==> src/rtl/prmcu_uart_arb.sv <==
// Round-robin arbiter sharing the UART transmit stream between N_REQ message producers.
// Latency: grant registered one edge after a request is seen in IDLE; data path req->out is combinational.
// Backpressure: out_rdy_i is routed only to the granted requester; others see ready low until granted.
// Optional build macro PRMCU_UART_ARB_PRIO_EN: requester 0 wins every IDLE scan and does not advance ptr.
module prmcu_uart_arb #(
    parameter int N_REQ     = 4,
    parameter int DAT_W     = 9,
    parameter int MAX_BURST = 16
) (
    input  logic                   clk,
    input  logic                   rst,
    input  logic                   arb_en,
    input  logic [N_REQ*DAT_W-1:0] req_dat_i,
    input  logic [N_REQ-1:0]       req_vld_i,
    input  logic [N_REQ-1:0]       req_last_i,
    output logic [N_REQ-1:0]       req_rdy_o,
    output logic [DAT_W-1:0]       out_dat_o,
    output logic                   out_vld_o,
    input  logic                   out_rdy_i,
    output logic [N_REQ-1:0]       grant_o,
    output logic                   busy_o
);

    localparam int PW = (N_REQ > 1) ? $clog2(N_REQ) : 1;
    localparam int CW = (MAX_BURST > 1) ? $clog2(MAX_BURST) : 1;

    typedef enum logic {
        S_IDLE  = 1'b0,
        S_GRANT = 1'b1
    } state_t;

    state_t            state;
    state_t            state_nxt;
    logic [PW-1:0]     ptr;
    logic [PW-1:0]     ptr_nxt;
    logic [PW-1:0]     gidx;
    logic [PW-1:0]     gidx_nxt;
    logic [CW-1:0]     beat_cnt;
    logic [CW-1:0]     beat_cnt_nxt;
    logic [N_REQ-1:0]  grant;
    logic [N_REQ-1:0]  grant_nxt;
    logic [PW-1:0]     pick;
    logic [DAT_W-1:0]  mux_dat;
    logic              accept;
    logic              last_g;
    logic              msg_end;

    // Round-robin scan: first valid requester at or after ptr, wrapping modulo N_REQ.
    always_comb begin : rr_scan
        logic [PW-1:0] cand;
        logic          found;
        pick  = ptr;
        cand  = ptr;
        found = 1'b0;
        for (int i = 0; i < N_REQ; i++) begin
            if (int'(ptr) + i >= N_REQ) begin
                cand = PW'(int'(ptr) + i - N_REQ);
            end else begin
                cand = PW'(int'(ptr) + i);
            end
            if (!found && req_vld_i[cand]) begin
                pick  = cand;
                found = 1'b1;
            end
        end
`ifdef PRMCU_UART_ARB_PRIO_EN
        // Requester 0 overrides the rotating scan whenever it is asking.
        if (req_vld_i[0]) begin
            pick = '0;
        end
`endif
    end

    // One-hot AND-OR data mux; grant is all zeros in IDLE so the output data is zero there.
    always_comb begin
        mux_dat = '0;
        for (int k = 0; k < N_REQ; k++) begin
            if (grant[k]) begin
                mux_dat = mux_dat | req_dat_i[k*DAT_W +: DAT_W];
            end
        end
    end

    assign out_dat_o = mux_dat;
    assign out_vld_o = |(grant & req_vld_i);
    assign req_rdy_o = grant & {N_REQ{out_rdy_i}};
    assign grant_o   = grant;
    assign busy_o    = (state == S_GRANT);
    assign accept    = out_vld_o & out_rdy_i;
    assign last_g    = |(grant & req_last_i);
    assign msg_end   = last_g || (beat_cnt == CW'(MAX_BURST - 1));

    // State register and per-grant bookkeeping; synchronous reset drops any partial message.
    always_ff @(posedge clk) begin
        if (rst) begin
            state    <= S_IDLE;
            ptr      <= '0;
            gidx     <= '0;
            beat_cnt <= '0;
            grant    <= '0;
        end else begin
            state    <= state_nxt;
            ptr      <= ptr_nxt;
            gidx     <= gidx_nxt;
            beat_cnt <= beat_cnt_nxt;
            grant    <= grant_nxt;
        end
    end

    // Next-state logic: issue a grant from IDLE, hold it until last beat or burst limit.
    always_comb begin
        state_nxt    = state;
        ptr_nxt      = ptr;
        gidx_nxt     = gidx;
        beat_cnt_nxt = beat_cnt;
        grant_nxt    = grant;
        case (state)
            S_IDLE: begin
                if (arb_en && (|req_vld_i)) begin
                    state_nxt    = S_GRANT;
                    gidx_nxt     = pick;
                    grant_nxt    = N_REQ'(1) << pick;
                    beat_cnt_nxt = '0;
                end
            end
            S_GRANT: begin
                // arb_en is ignored here so a started message always completes.
                if (accept) begin
                    if (msg_end) begin
                        state_nxt    = S_IDLE;
                        grant_nxt    = '0;
                        beat_cnt_nxt = '0;
`ifdef PRMCU_UART_ARB_PRIO_EN
                        // Priority grants leave the rotation untouched so 1..N_REQ-1 stay fair.
                        if (gidx != '0) begin
                            ptr_nxt = (gidx == PW'(N_REQ - 1)) ? '0 : gidx + 1'b1;
                        end
`else
                        ptr_nxt = (gidx == PW'(N_REQ - 1)) ? '0 : gidx + 1'b1;
`endif
                    end else begin
                        beat_cnt_nxt = beat_cnt + 1'b1;
                    end
                end
            end
            default: begin
                state_nxt = S_IDLE;
                grant_nxt = '0;
            end
        endcase
    end

endmodule

==> config.mk <==
export PLATFORM = sky130hd
export DESIGN_NAME = prmcu_uart_arb
export DESIGN_NICKNAME = d
export VERILOG_FILES = /design/src/rtl/prmcu_uart_arb.sv
export SDC_FILE = /design/constraint.sdc
export NUM_CORES = 1
export LEC_CHECK = 0
export ABC_CLOCK_PERIOD_IN_PS = 3200
export BUFFER_PORTS_ARGS = -buffer_cell sky130_fd_sc_hd__buf_4
export CAP_MARGIN = 10
export CELL_PAD_IN_SITES_DETAIL_PLACEMENT = 0
export CELL_PAD_IN_SITES_GLOBAL_PLACEMENT = 1
export CORE_UTILIZATION = 29
export CTS_CLUSTER_SIZE = 14
export DETAILED_ROUTE_END_ITERATION = 8
export PLACE_DENSITY = 0.89
export REMOVE_ABC_BUFFERS = 1
export SETUP_SLACK_MARGIN = 0.5
export SYNTH_ARGS = -nofsm -noshare
export SYNTH_HDL_FRONTEND = slang
export SYNTH_SLANG_ARGS = --single-unit
==> constraint.sdc <==
create_clock -name clk -period 3.2 [get_ports clk]
set_input_delay 0.64 -clock clk [delete_from_list [all_inputs] [get_ports clk]]
set_output_delay 0.64 -clock clk [all_outputs]
set_load 0.05 [all_outputs]
==> flow_results.xml <==
<?xml version="1.0" encoding="UTF-8"?>
<metrics>
  <group name="clock_network">
    <metric name="clock_sinks" unit="">13</metric>
    <metric name="worstSkewPairLatency" unit="ns">0.27</metric>
    <metric name="ctsResizeCount" unit="">0</metric>
    <metric name="post-cts-setup-buffer-count" unit="">0</metric>
    <metric name="cts_htree_levels" unit="">1</metric>
    <metric name="cts.path.max_buffers" unit="">2</metric>
    <metric name="cts-buffers-inserted" unit="">3</metric>
    <metric name="cts_tree" unit="">built</metric>
    <metric name="cts_hold_buf" unit="">0</metric>
    <metric name="cts-root-buf" unit="">clkbuf_4</metric>
    <metric name="clk_pin_slew_worst_paths" unit="ns">0.08</metric>
  </group>
  <group name="finish">
    <metric name="antenna-diode-count" unit="">0</metric>
    <metric name="areaGrowthSynthToFinish" unit="%">57.8</metric>
    <metric name="fillcell_total" unit="">317</metric>
    <metric name="layout.area.seq" unit="um^2">260</metric>
    <metric name="layout-drive-gt1-share" unit="%">39.8</metric>
    <metric name="fin_nets" unit="">237</metric>
    <metric name="area_occupied_by_multi_input_gates" unit="um^2">676</metric>
  </group>
  <group name="setup_path">
    <metric name="ff2ff_path_depth" unit="">4</metric>
    <metric name="critical_path.max_fanout" unit="">14</metric>
    <metric name="critical_path_required" unit="ns">2.56</metric>
    <metric name="crit_path_start_kind" unit="">register</metric>
    <metric name="worst_r2r_endpoint" unit="">ptr[0]$_SDFFE_PP0P_</metric>
    <metric name="timing.setup.critical_path_class" unit="">reg -&gt; out</metric>
    <metric name="kind_of_end_point_of_the_critical_path" unit="">output pin</metric>
    <metric name="cp.arrival" unit="ns">1.44</metric>
    <metric name="reg2reg_from" unit="">grant_o[2]$_SDFFE_PP0P_</metric>
    <metric name="reg2reg_setup_slack" unit="ns">1.34</metric>
  </group>
  <group name="drt">
    <metric name="route.detailed.wl_per_inst" unit="um">14.5</metric>
    <metric name="dr_total_vias" unit="">1253</metric>
    <metric name="number_of_design_rule_violations_left_after_detail_routing" unit="">0</metric>
    <metric name="drt_iter0_drc" unit="">57</metric>
    <metric name="vias_per_cell" unit="">5.45</metric>
    <metric name="finalWirelength" unit="mm">3.33</metric>
    <metric name="firstDrtPassIters" unit="">4</metric>
    <metric name="ant_nets" unit="">0</metric>
  </group>
  <group name="global_routing">
    <metric name="grt.total_usage" unit="%">18.3</metric>
    <metric name="grt.overflow.total" unit="">0</metric>
    <metric name="grt_max_degree" unit="">15</metric>
    <metric name="grt_first_pass_wirelength" unit="mm">4.98</metric>
    <metric name="antenna_found_initial" unit="">0</metric>
    <metric name="number_of_global_route_vias_before_repair" unit="">1169</metric>
  </group>
  <group name="logic_synthesis">
    <metric name="synth_enable_flop_cells" unit="">0</metric>
    <metric name="yosys_register_bits" unit="">13</metric>
    <metric name="synthTopCellsByArea" unit="">dfxtp_1, a22oi_1, nand2_1</metric>
    <metric name="synth-warning-count" unit="">0</metric>
    <metric name="synth_compound_area_share" unit="%">36.2</metric>
    <metric name="yosysTopAreaCellShare" unit="%">27.2</metric>
    <metric name="average_cell_area_after_synthesis" unit="um^2">7.86</metric>
    <metric name="synth-simple-area-share" unit="%">31.7</metric>
    <metric name="synthesis.instances" unit="">122</metric>
    <metric name="combinational_family_with_the_most_area_after_synthesis" unit="">compound AO/OA/AOI/OAI gates</metric>
    <metric name="asr_flop_ratio_synth" unit="%">0</metric>
    <metric name="yosysTopAreaCell" unit="">dfxtp_1</metric>
    <metric name="synth.cell_area" unit="um^2">958</metric>
    <metric name="synth_flop_cell" unit="">dfxtp_1</metric>
    <metric name="synth-xor-area-share" unit="%">0</metric>
    <metric name="post_synth_most_frequent_cells" unit="">a22oi_1, dfxtp_1, nand2_1</metric>
    <metric name="synth.distinct_cells" unit="">33</metric>
    <metric name="multiplexer_share_of_the_synthesized_area" unit="%">0</metric>
    <metric name="post-synth-top-count-cell" unit="">a22oi_1</metric>
    <metric name="share_of_the_yosys_chip_area_belonging_to_registers" unit="%">27.2</metric>
    <metric name="synth_adder_area_share" unit="%">2.61</metric>
  </group>
  <group name="die">
    <metric name="horizontal_die_dimension" unit="um">59.5</metric>
    <metric name="die_area" unit="um^2">3540</metric>
    <metric name="die_y_extent" unit="um">59.5</metric>
    <metric name="start_util" unit="%">30.9</metric>
    <metric name="rows" unit="">20</metric>
    <metric name="design.core.area" unit="um^2">3100</metric>
    <metric name="boundaryPins" unit="">67</metric>
  </group>
  <group name="power">
    <metric name="internal_power" unit="mW">0.290</metric>
    <metric name="pwr-share-seq" unit="%">39.1</metric>
    <metric name="p_leak" unit="nW">0.673</metric>
    <metric name="net-switching-power" unit="mW">0.161</metric>
    <metric name="p_sw_share" unit="%">35.8</metric>
    <metric name="power.share.clock" unit="%">22.4</metric>
    <metric name="combPwrFrac" unit="%">38.5</metric>
    <metric name="total_power" unit="mW">0.451</metric>
    <metric name="power_density" unit="nW/um^2">298</metric>
    <metric name="power.ir.vdd_worst" unit="V">0.000267</metric>
  </group>
  <group name="sta">
    <metric name="final_critical_path_share_of_the_clock_period" unit="%">65.0</metric>
    <metric name="maxSlewViolCount" unit="">0</metric>
    <metric name="worst_slew_pin_slew" unit="ns">0.619</metric>
    <metric name="max_clock_freq" unit="MHz">480</metric>
    <metric name="clock-skew-final" unit="ns">0.00232</metric>
    <metric name="final.min_clock_period" unit="ns">2.08</metric>
    <metric name="setup_total_negative_slack" unit="ns">0</metric>
    <metric name="rsz0062_at_grt" unit="">no</metric>
    <metric name="final-setup-viol-count" unit="">0</metric>
    <metric name="slew-limit-headroom" unit="%">58.7</metric>
    <metric name="timing.final.hold_violations" unit="">0</metric>
  </group>
  <group name="placement">
    <metric name="place.detailed.hpwl" unit="mm">2.54</metric>
    <metric name="globalplace.congestion" unit="">0.754</metric>
    <metric name="numPortBuffers" unit="">66</metric>
  </group>
  <group name="run">
    <metric name="drv_cap" unit="">0</metric>
  </group>
  <group name="status">
    <metric name="outcome" unit="">completed</metric>
  </group>
  <group name="hold_path">
    <metric name="hold_path.class" unit="">reg -&gt; reg</metric>
    <metric name="hp-start" unit="">gidx[1]$_SDFFE_PP0P_</metric>
    <metric name="min_delay_worst_endpoint" unit="">gidx[1]$_SDFFE_PP0P_</metric>
    <metric name="whs_path_depth" unit="">2</metric>
  </group>
</metrics>
registers in the layout (all words and copies together), names as in the netlist:
signal / flops
beat_cnt: 4
gidx: 2
ptr: 2
grant_o: 4
busy_o: 1
routing by layer:
layer | track usage, % | share of wire [%] | vias to the layer above
li1 | - | - | 609
met1 | 19.1 | 39 | 576
met2 | 35.6 | 50 | 64
met3 | 6.33 | 10 | 4
met4 | 2.66 | 0.51 | 0
met5 | 0 | 0 | -
per-stage QoR:
| stage | instance area (um^2) | cells | utilization (%) | worst slack [ns] | hold WS (ns) |
|---|---|---|---|---|---|
| finish | 1510 | 230 | 48.8 | 1.12 | 0.472 |
| global route | 1510 | 230 | 48.8 | 0.999 | 0.497 |
| global placement | 1490 | 226 | 47.9 | 1.28 | 0.445 |
| floorplan | 936 | 116 | - | 1.12 | 0.434 |
| CTS | 1510 | 230 | 48.8 | 1.12 | 0.474 |
| detailed placement | 1490 | 226 | 47.9 | 1.21 | 0.463 |
how the worst max path moves through the flow:
stage | startpoint | endpoint | slack (ns)
after global placement | req_vld_i[0] | out_vld_o | 1.28
after CTS | grant_o[0]$_SDFFE_PP0P_ | out_vld_o | 1.12
after detailed placement | req_vld_i[0] | out_vld_o | 1.21
after floorplan | grant_o[0]$_SDFFE_PP0P_ | out_vld_o | 1.12
final | grant_o[0]$_SDFFE_PP0P_ | out_vld_o | 1.12
after global routing | grant_o[0]$_SDFFE_PP0P_ | out_vld_o | 1.0
layout by cell type (no fill, tap or decap), types with 2 or more instances in the layout:
| cell type | instances |
|---|---|
| nand2_1 | 13 |
| nand3b_1 | 6 |
| ha_1 | 2 |
| a31oi_1 | 2 |
| clkbuf_4 | 3 |
| nand3_1 | 9 |
| dfxtp_1 | 13 |
| a21oi_1 | 8 |
| o21ai_0 | 4 |
| a21o_1 | 2 |
| buf_4 | 66 |
| nor2_1 | 3 |
| nor2b_1 | 3 |
| nand4b_1 | 2 |
| o32ai_1 | 4 |
| o21bai_1 | 3 |
| and2_1 | 4 |
| a22oi_1 | 21 |
| nand4_1 | 2 |
power by group through the flow:
stage                     clock [mW]  combinational [mW]  sequential, mW
after floorplan                    0              0.0811           0.187
after global placement             0               0.170           0.180
after detailed placement           0               0.174           0.180
after CTS                      0.102               0.174           0.176
after global routing           0.110               0.185           0.177
final                          0.101               0.174           0.176
cell type report:
| cell class | count | share of cell area [%] |
|---|---|---|
| clock buffer | 4 | 1.74 |
| multi-input combinational | 103 | 44.7 |
| sequential | 13 | 17.2 |
| tap | 44 | 3.64 |
| timing repair buffer | 66 | 32.8 |
cells by family (layout without fill, tap and decap cells):
logic type | Yosys count | after routing
adders and majority gates | 2 | 2
DFF | 13 | 13
and+or+nand+nor | 52 | 52
AOI/OAI and AO/OA | 49 | 49
buffers and inverters | 6 | 70
worst max-delay path, stage by stage, from the launching register on:
cell and delay [ns]:
dfxtp_1 0.64, a22oi_1 0.24, nand2_1 0.10, buf_4 0.19
Note: power is estimated with default switching activity, not from simulation.
